**config.mk**
```make
export PLATFORM = sky130hd
export DESIGN_NAME = cache_controller_flat
export DESIGN_NICKNAME = d
export VERILOG_FILES = /design/src/rtl/cache_pkg.sv /design/src/rtl/cache_if.sv /design/src/rtl/lru_array.sv /design/src/rtl/cache_controller.sv /design/src/flat_wrapper.sv
export SDC_FILE = /design/constraint.sdc
export NUM_CORES = 1
export LEC_CHECK = 0
export ABC_CLOCK_PERIOD_IN_PS = 1400
export BUFFER_PORTS_ARGS = -buffer_cell sky130_fd_sc_hd__buf_2
export CAP_MARGIN = 10
export CORE_UTILIZATION = 36
export DETAILED_ROUTE_END_ITERATION = 12
export PLACE_DENSITY_LB_ADDON = 0.15
export SKIP_CTS_REPAIR_TIMING = 1
export SLEW_MARGIN = 30
export SYNTH_ARGS = -nofsm -noshare
export SYNTH_HDL_FRONTEND = slang
export SYNTH_SLANG_ARGS = --single-unit
```
**constraint.sdc**
```tcl
create_clock -name clk -period 1.4 [get_ports clk]
set_input_delay 0.28 -clock clk [delete_from_list [all_inputs] [get_ports clk]]
set_output_delay 0.28 -clock clk [all_outputs]
set_load 0.005 [all_outputs]
```
**src/rtl/cache_pkg.sv**
```systemverilog
// Shared types and geometry for the 2-way set-associative cache controller.
package cache_pkg;

   localparam int S_OFFSET = 5;
   localparam int S_INDEX  = 3;
   localparam int NUM_SETS = 2 ** S_INDEX;
   localparam int S_TAG    = 32 - S_OFFSET - S_INDEX;

   typedef enum logic [1:0] {
      IDLE      = 2'd0,
      COMPARE   = 2'd1,
      WRITEBACK = 2'd2,
      ALLOCATE  = 2'd3
   } state_e;

   typedef struct packed {
      logic [S_TAG-1:0]    tag;
      logic [S_INDEX-1:0]  index;
      logic [S_OFFSET-1:0] offset;
   } addr_t;

endpackage

```
**src/rtl/cache_if.sv**
```systemverilog
// CPU, datapath-status/enable and memory handshake bundle of the cache controller.
interface cache_if;

   logic        cpu_req;
   logic        cpu_we;
   logic [31:0] cpu_addr;
   logic        cpu_resp;
   logic        busy;
   logic [1:0]  isHit;
   logic [1:0]  isValid;
   logic [1:0]  isDirty;
   logic [1:0]  writeEn;
   logic        fillSel;
   logic [1:0]  setValid;
   logic [1:0]  writeValid;
   logic [1:0]  setDirty;
   logic [1:0]  writeDirty;
   logic        wbWay;
   logic        mem_read;
   logic        mem_write;
   logic        mem_resp;

   modport master (
      input  cpu_req, cpu_we, cpu_addr, isHit, isValid, isDirty, mem_resp,
      output cpu_resp, busy, writeEn, fillSel, setValid, writeValid,
             setDirty, writeDirty, wbWay, mem_read, mem_write
   );

   modport slave (
      output cpu_req, cpu_we, cpu_addr, isHit, isValid, isDirty, mem_resp,
      input  cpu_resp, busy, writeEn, fillSel, setValid, writeValid,
             setDirty, writeDirty, wbWay, mem_read, mem_write
   );

endinterface

```
**src/rtl/lru_array.sv**
```systemverilog
// Per-set LRU bit store: value is the way to evict next; combinational read.
module lru_array #(
   parameter int NUM_SETS = 8,
   parameter int IDX_W    = 3
) (
   input  logic             clk,
   input  logic             rst,
   input  logic             we_i,
   input  logic [IDX_W-1:0] waddr_i,
   input  logic             wdata_i,
   input  logic [IDX_W-1:0] raddr_i,
   output logic             rdata_o
);

   logic [NUM_SETS-1:0] lru_q;

   always_ff @(posedge clk or posedge rst) begin
      if (rst) begin
         lru_q <= '0;
      end else if (we_i) begin
         lru_q[waddr_i] <= wdata_i;
      end
   end

   assign rdata_o = lru_q[raddr_i];

endmodule

```
**src/rtl/cache_controller.sv**
```systemverilog
// Control FSM for the 2-way set-associative cache: hit/miss, write-back, line fill, LRU.
// Optional CACHE_PERF_CNT_EN adds hitCount/missCount outputs.
module cache_controller
   import cache_pkg::*;
(
   input  logic        clk,
   input  logic        rst,
   cache_if.master     bus
`ifdef CACHE_PERF_CNT_EN
   ,
   output logic [31:0] hitCount,
   output logic [31:0] missCount
`endif
);

   state_e               state_q, state_d;
   logic                 victim_q, victim_d;
   addr_t                addr;
   logic [S_INDEX-1:0]   idx;
   logic                 unused_addr;
   logic                 lru_rd, lru_we, lru_wdata;
   logic                 hit0, hit1, hit, hit_way, victim_sel;
   logic [1:0]           write_en, set_valid, write_valid, set_dirty, write_dirty;
   logic                 fill_sel, cpu_resp, mem_read, mem_write, wb_way;

   assign addr        = addr_t'(bus.cpu_addr);
   assign idx         = addr.index;
   assign unused_addr = ^{addr.tag, addr.offset};

   // A tag match only counts when that way is valid; a double hit resolves to way 0.
   assign hit0       = bus.isHit[0] & bus.isValid[0];
   assign hit1       = bus.isHit[1] & bus.isValid[1];
   assign hit        = hit0 | hit1;
   assign hit_way    = ~hit0;
   assign victim_sel = ~bus.isValid[0] ? 1'b0 :
                       ~bus.isValid[1] ? 1'b1 : lru_rd;

   lru_array #(
      .NUM_SETS (NUM_SETS),
      .IDX_W    (S_INDEX)
   ) u_lru (
      .clk     (clk),
      .rst     (rst),
      .we_i    (lru_we),
      .waddr_i (idx),
      .wdata_i (lru_wdata),
      .raddr_i (idx),
      .rdata_o (lru_rd)
   );

   always_ff @(posedge clk or posedge rst) begin
      if (rst) begin
         state_q  <= IDLE;
         victim_q <= 1'b0;
      end else begin
         state_q  <= state_d;
         victim_q <= victim_d;
      end
   end

   always_comb begin
      state_d     = state_q;
      victim_d    = victim_q;
      lru_we      = 1'b0;
      lru_wdata   = 1'b0;
      write_en    = 2'b00;
      set_valid   = 2'b00;
      write_valid = 2'b00;
      set_dirty   = 2'b00;
      write_dirty = 2'b00;
      fill_sel    = 1'b0;
      cpu_resp    = 1'b0;
      mem_read    = 1'b0;
      mem_write   = 1'b0;
      wb_way      = 1'b0;
      unique case (state_q)
         IDLE: begin
            if (bus.cpu_req) state_d = COMPARE;
         end
         COMPARE: begin
            if (hit) begin
               cpu_resp  = 1'b1;
               lru_we    = 1'b1;
               lru_wdata = ~hit_way;
               if (bus.cpu_we) begin
                  write_en[hit_way]    = 1'b1;
                  set_dirty[hit_way]   = 1'b1;
                  write_dirty[hit_way] = 1'b1;
               end
               state_d = IDLE;
            end else begin
               victim_d = victim_sel;
               if (bus.isValid[victim_sel] && bus.isDirty[victim_sel])
                  state_d = WRITEBACK;
               else
                  state_d = ALLOCATE;
            end
         end
         WRITEBACK: begin
            mem_write = 1'b1;
            wb_way    = victim_q;
            if (bus.mem_resp) begin
               write_dirty[victim_q] = 1'b1;
               state_d               = ALLOCATE;
            end
         end
         ALLOCATE: begin
            mem_read = 1'b1;
            if (bus.mem_resp) begin
               write_en[victim_q]    = 1'b1;
               fill_sel              = 1'b1;
               set_valid[victim_q]   = 1'b1;
               write_valid[victim_q] = 1'b1;
               write_dirty[victim_q] = 1'b1;
               state_d               = COMPARE;
            end
         end
         default: state_d = IDLE;
      endcase
   end

   assign bus.cpu_resp   = cpu_resp;
   assign bus.busy       = (state_q != IDLE);
   assign bus.writeEn    = write_en;
   assign bus.fillSel    = fill_sel;
   assign bus.setValid   = set_valid;
   assign bus.writeValid = write_valid;
   assign bus.setDirty   = set_dirty;
   assign bus.writeDirty = write_dirty;
   assign bus.wbWay      = wb_way;
   assign bus.mem_read   = mem_read;
   assign bus.mem_write  = mem_write;

`ifdef CACHE_PERF_CNT_EN
   // Only a COMPARE entered straight from IDLE is a fresh lookup; post-fill re-lookups are not.
   logic        fresh_q;
   logic [31:0] hit_cnt_q, miss_cnt_q;

   always_ff @(posedge clk or posedge rst) begin
      if (rst) begin
         fresh_q    <= 1'b0;
         hit_cnt_q  <= '0;
         miss_cnt_q <= '0;
      end else begin
         fresh_q <= (state_q == IDLE);
         if (state_q == COMPARE && fresh_q) begin
            if (hit) hit_cnt_q  <= hit_cnt_q + 32'd1;
            else     miss_cnt_q <= miss_cnt_q + 32'd1;
         end
      end
   end

   assign hitCount  = hit_cnt_q;
   assign missCount = miss_cnt_q;
`endif

endmodule

```
**src/flat_wrapper.sv**
```systemverilog
// flat-port wrapper written by rule: the top's interface ports become plain ports
module cache_controller_flat import cache_pkg::*;
  (clk, rst, bus_cpu_req, bus_cpu_we, bus_cpu_addr, bus_isHit, bus_isValid, bus_isDirty, bus_mem_resp, bus_cpu_resp, bus_busy, bus_writeEn, bus_fillSel, bus_setValid, bus_writeValid, bus_setDirty, bus_writeDirty, bus_wbWay, bus_mem_read, bus_mem_write);
  cache_if bus_i ();
  input  logic clk;
  input  logic rst;
  input wire logic [$bits(bus_i.cpu_req)-1:0] bus_cpu_req;
  input wire logic [$bits(bus_i.cpu_we)-1:0] bus_cpu_we;
  input wire logic [$bits(bus_i.cpu_addr)-1:0] bus_cpu_addr;
  input wire logic [$bits(bus_i.isHit)-1:0] bus_isHit;
  input wire logic [$bits(bus_i.isValid)-1:0] bus_isValid;
  input wire logic [$bits(bus_i.isDirty)-1:0] bus_isDirty;
  input wire logic [$bits(bus_i.mem_resp)-1:0] bus_mem_resp;
  output wire logic [$bits(bus_i.cpu_resp)-1:0] bus_cpu_resp;
  output wire logic [$bits(bus_i.busy)-1:0] bus_busy;
  output wire logic [$bits(bus_i.writeEn)-1:0] bus_writeEn;
  output wire logic [$bits(bus_i.fillSel)-1:0] bus_fillSel;
  output wire logic [$bits(bus_i.setValid)-1:0] bus_setValid;
  output wire logic [$bits(bus_i.writeValid)-1:0] bus_writeValid;
  output wire logic [$bits(bus_i.setDirty)-1:0] bus_setDirty;
  output wire logic [$bits(bus_i.writeDirty)-1:0] bus_writeDirty;
  output wire logic [$bits(bus_i.wbWay)-1:0] bus_wbWay;
  output wire logic [$bits(bus_i.mem_read)-1:0] bus_mem_read;
  output wire logic [$bits(bus_i.mem_write)-1:0] bus_mem_write;
  assign bus_i.cpu_req = bus_cpu_req;
  assign bus_i.cpu_we = bus_cpu_we;
  assign bus_i.cpu_addr = bus_cpu_addr;
  assign bus_i.isHit = bus_isHit;
  assign bus_i.isValid = bus_isValid;
  assign bus_i.isDirty = bus_isDirty;
  assign bus_i.mem_resp = bus_mem_resp;
  assign bus_cpu_resp = bus_i.cpu_resp;
  assign bus_busy = bus_i.busy;
  assign bus_writeEn = bus_i.writeEn;
  assign bus_fillSel = bus_i.fillSel;
  assign bus_setValid = bus_i.setValid;
  assign bus_writeValid = bus_i.writeValid;
  assign bus_setDirty = bus_i.setDirty;
  assign bus_writeDirty = bus_i.writeDirty;
  assign bus_wbWay = bus_i.wbWay;
  assign bus_mem_read = bus_i.mem_read;
  assign bus_mem_write = bus_i.mem_write;
  cache_controller u_core (.clk(clk), .rst(rst), .bus(bus_i));
endmodule
```
After elaboration in Yosys (flattened, before gate mapping)
Index checks and enable logic that the tools add are counted.

Multiply operators: 0. Add/sub/neg operators: 0. Eq/ne operators: 6. Reductions and logical operators: 9. Shift-type cells: 0. Div/mod/pow operators: 0. Bitwise operators: 5. $lt $le $gt $ge: 7. Muxes and demuxes: 37.

Operators with widths (count): $mux W1 (20); $mux W2 (9); $bwmux W8 (1); $pmux W2 S2 (2); $pmux W2 S4 (1); $lt A1 B2 Y1 const B (3); $ne A2 B2 Y1 const B (3); $eq A2 B2 Y1 const B (2); $logic_and A1 B1 Y1 (4); $lt A3 B4 Y1 const B (1); $bmux W1 S3 (1); $demux W1 S3 (1); $ge A3 B1 Y1 const B (1); $reduce_and A3 Y1 (1); $and A1 B1 Y1 (2); $demux W1 S1 (2); $eq A2 B1 Y1 const B (1); $ge A1 B1 Y1 const B (2); $logic_not A2 Y1 (1); $not A1 Y1 (2); $reduce_and A2 Y1 (1); $reduce_bool A2 Y1 (1); $reduce_or A2 Y1 (1); $or A1 B1 Y1 (1).

Memory bits (writable): 0. Bits in latches: 0. Memories kept: 0. Bits in registers: 11. Memory bits (read-only): 0. Logic and storage cells: 67.

Longest topological paths before layout
Depth after elaboration: 10. Depth in mapped cells: 6. Gate-level depth less buffers: 6.

Cells and area by module
A second synthesis with hierarchy kept.

Cell total of the unflattened synthesis: 80. Area, all modules: 825.8 um^2.

Modules (own cells, without submodules): lru_array (times used 1, cells each 28, area each 436.7 um^2); cache_controller (times used 1, cells each 52, area each 389.1 um^2).

Worst setup path after synthesis
OpenSTA, ideal clock, no wires.

Kind: flip-flop to output port. Start point: reg u_core.state_q[0]. End point: out bus_writeDirty[0]. Cell stages (with the launch flop): 6. Arrival: 1.329 ns. Required time: 1.120 ns. Setup slack: -0.209 ns. Cells stage by stage: dfrtp_1 -> inv_1 -> ha_1 -> nor2_1 -> or3b_1 -> a21oi_1.

Longest elaborated chain between the ends: 3. Elaborated cells on any way between the ends: 5.

RTL lines: start, declared (line cache_controller.sv:16) `state_e state_q, state_d;`; start signal, assigned (line cache_controller.sv:56) `state_q <= state_d;`; $eq A2 B2 Y1 (line cache_controller.sv:76) `unique case (state_q)`; $reduce_or A2 Y1 (no source line); $pmux W2 S2 (*) (line cache_controller.sv:76); end, declared (line flat_wrapper.sv:21) `output wire logic [$bits(bus_i.writeDirty)-1:0] bus_writeDirty;`.

Mark *: on every way between the ends. The rest lies on a longest branch, timed or not.

Worst setup path in the final report
Start point: reg u_core.state_q[1]. End point: out bus_writeDirty[0].

Same word-level chain as after synthesis.

==> metrics.sh <==
WORST-SLEW-PIN-TRANSITION_NS=0.4083
MULTI_INPUT_COMB_AREA_UM2=666.9
SYNTH_ENABLE_FLOP_CELLS=0
FINALCOREUTILIZATION_PCT=66.69
POWER.SHARE.CLOCK_PCT=9.7
DIODES=0
FRACTION_OF_POWER_CONSUMED_BY_SEQUENTIAL_LOGIC_PCT=25.5
CHIPHEIGHT_UM=49.79
DRIVE_GT1_SHARE_PCT=67.67
FINALCRITPERIODSHARE_PCT=128.7
DIE-AREA_MM2=0.002479
GRT-OVFL-TOTAL=0
SETUP-VIOLATIONS-FINAL=24
SYNTH_CELL_TYPES=32
DETAILROUTE.VIA_COUNT=796
WORSTPATHARRIVAL_NS=1.52
GRT_PASS1_WL_MM=3.174
SYN_AVG_CELL_AREA_UM2=9.786
CP.REQUIRED_NS=1.12
CTS-BUFFERS-INSERTED=3
DETAIL_ROUTE.WL_PER_CELL_UM=13.38
AREA_GROWTH_SYN_TO_LAYOUT_PCT=67.28
WORST_R2R_ENDPOINT='u_core.u_lru.lru_q[4]'
PLACEMENTROWS=16
DPL.HPWL_MM=1.568
GLOBALPLACE.CONGESTION=0.8298
CLOCK_SINKS=11
MAX-VDD-IR-DROP_mV=1.079
SWITCHING_SHARE_PCT=37.44
ANTENNA_FOUND_INITIAL=0
SYNTH_MOST_COMMON_CELL='sky130_fd_sc_hd__dfrtp_1'
CLK_ROOT_BUFFER_CELL='sky130_fd_sc_hd__clkbuf_4'
DIE_WIDTH_UM=49.79
REMAINING_DRC_ERRORS=0
CLOCK-SKEW-FINAL_NS=0.003067
SYNTH_TOP_CELL_BY_AREA='sky130_fd_sc_hd__dfrtp_1'
LAYOUT_SETUP_WS_NS=-0.4018
NETSWITCHINGPOWER_uW=802.2
SYNTH_NETS=132
RSZ_0062_RAISED_AFTER_GLOBAL_ROUTING='true'
WORST_CASE_HEADROOM_TO_THE_MAX_SLEW_LIMIT_PCT=72.75
POSTSYNTHREGISTERBITS=11
P_INT_mW=1.340
HOLD_WS_NS=-0.01236
FINALWORSTPATHREQUIREDPERIOD_NS=1.802
ROUTED_WL_MM=2.140
DRT-VIAS-PER-INSTANCE=4.975
FF_LATCH_AREA_UM2=277.8
TIMING.RR.START='u_core.state_q[1]'
TRITONCTS='yes'
TIMING_HOLD_VIOLATIONS_FINAL=11
FIRST_GLOBAL_VIAS=713
YOSYSWARNINGS=0
HTREE_NUM_LEVELS=1
FINAL_CELLS=160
POST-ROUTE-CELL-AREA_MM2=0.001375
OUTCOME='finished, violations left'
SYNTHDOMINANTCELLAREASHARE_PCT=33.49
FINAL.FILL_COUNT=166
LARGEST_NET_DEGREE_AT_THE_START_OF_GLOBAL_ROUTING=12
ASYNC_FLOP_SHARE_PCT=100.0
INITIALDRTVIOLATIONCOUNT=13
TIMING_MAX_TRANSITION_VIOLATIONS_FINAL=0
TOT_GR_TRACK_USE_PCT=16.86
SYNTH_COMMON_CELLS='11 x sky130_fd_sc_hd__dfrtp_1, 9 x sky130_fd_sc_hd__inv_1, 8 x sky130_fd_sc_hd__nand2_1'
PLACE_AREA_MM2=0.001142
PORT_BUF_INSERTS=29
COREAREA_MM2=0.002062
DRV.MAX_CAP_VIOLATION_COUNT=0
TIMING.SETUP.TNS_NS=-4.593
FIN_NETS=182
FAILED_CHECKS='hold timing, setup timing'
STARTING_UTILIZATION_OF_THE_CORE_AREA_PCT=39.87
DEPTH_OF_THE_WORST_REGISTER_TO_REGISTER_PATH=6
SYNTH_SEQUENTIAL_AREA_RATIO_PCT=33.49
CTS_BUFFER_DEPTH=2
SYNTH_AREA_UM2=822.0
SYNTHTOPCELLSBYAREA='sky130_fd_sc_hd__dfrtp_1 33%, sky130_fd_sc_hd__ha_1 7.6%, sky130_fd_sc_hd__mux2_1 6.8%, sky130_fd_sc_hd__mux4_1 6.4%, sky130_fd_sc_hd__nand4b_1 4.3%'
CRITPATHLAUNCHTYPE='flip-flop'
SYNTH_TOP_FLOP_CELL='sky130_fd_sc_hd__dfrtp_1'
CLOCK.FMAX_MHz=555.0
CLKSLEWWORSTSETUPHOLDPATHS_NS=0.07
REGTOREGSETUPSLACK_NS=-0.22
CLOCK_LATENCY_NS=0.27
ANT_NETS=0
COMB_POWER_SHARE_PCT=64.8
IOPINCOUNT=59
SETUP.WORST_PATH.CLASS='flip-flop to output pin'
MIN_PATH_TYPE='input pin to async pin'
CRITICAL_PATH.ENDPOINT_TYPE='output pin'
NETLIST_INSTANCES=84
STATIC-LEAKAGE-POWER_nW=0.7087
CRITPATHMAXFANOUT=4
PWR_DENSITY_CELL_mW_PER_MM2=1558
FIRST_PASS_ITERS=4
DP.CELLS=151
## power by group through the flow
stage	Clock, mW	Sequential, mW	Combinational [mW]
global route	0.232	0.557	1.50
floorplan	0	0.522	0.600
finish	0.207	0.547	1.39
CTS	0.223	0.538	0.987
global placement	0	0.534	0.960
detailed placement	0	0.544	0.983
## worst max-delay path, cell delays in order, from the launching register on
cell                      delay (ns)
sky130_fd_sc_hd__dfrtp_2        0.42
sky130_fd_sc_hd__ha_2           0.20
sky130_fd_sc_hd__nor2_2         0.05
sky130_fd_sc_hd__or3b_1         0.36
sky130_fd_sc_hd__a21oi_2        0.11
sky130_fd_sc_hd__buf_2          0.12
## logic make-up after synthesis
family / synth area share [%]
multiplexers: 18.57
flip-flops: 33.49
AO/OA/AOI/OAI: 13.55
buffers and inverters: 8.065
adder cells (fa/ha/maj): 7.610
AND/OR/NAND/NOR: 18.72
## area by class of cell
cell class | instances | area share (%)
clock buffers | 3 | 1.638
clock inverters | 1 | 0.3640
multi-input cells | 58 | 48.50
flip-flops and latches | 11 | 20.20
repair buffers | 50 | 23.75
inverters | 10 | 3.094
well taps | 27 | 2.457
## through the flow
stage               hold slack, ns  setup slack [ns]  total power, mW
finish                    -0.01236           -0.4018            2.142
global route               0.01667           -0.5025            2.285
CTS                      -0.004073           -0.5079            1.748
detailed placement          0.2935           -0.2317            1.527
global placement            0.2956           -0.2036            1.494
floorplan                   0.1324          -0.07407            1.122
## flip-flops by register name, summed over array words and instances (netlist names)
signal and count:
u_core.victim_q 1, u_core.u_lru.lru_q 8, u_core.state_q 2
## routing by layer
layer  GRT usage (%)  wire (µm)  up-vias
met5               0          0        -
met4           1.429          0        0
met3           4.630         60        0
met2           27.93       1072       15
met1           22.67       1007      383
li1                -          -      398
## cells in the final DEF, fill, tap and decap left out, types with 3 or more instances in the layout
cell type / n
sky130_fd_sc_hd__buf_2: 29
sky130_fd_sc_hd__buf_4: 17
sky130_fd_sc_hd__buf_6: 3
sky130_fd_sc_hd__clkbuf_4: 3
sky130_fd_sc_hd__dfrtp_1: 9
sky130_fd_sc_hd__ha_4: 3
sky130_fd_sc_hd__inv_1: 6
sky130_fd_sc_hd__mux2_4: 6
sky130_fd_sc_hd__nand2_1: 6
sky130_fd_sc_hd__nand4b_1: 4
sky130_fd_sc_hd__o21ai_1: 5
## how the worst max path moves through the flow
stage,startpoint,endpoint,cells past startpoint
2_1_floorplan,u_core.state_q[1],u_core.u_lru.lru_q[4],5
3_3_place_gp,bus_cpu_addr[5],u_core.victim_q,5
6_report,u_core.state_q[1],bus_writeDirty[0],5
3_5_place_dp,bus_cpu_addr[5],u_core.victim_q,5
5_1_grt,u_core.state_q[0],bus_writeDirty[0],6
4_1_cts,u_core.state_q[1],bus_writeDirty[1],7
Power figures use the tool's default switching activity.
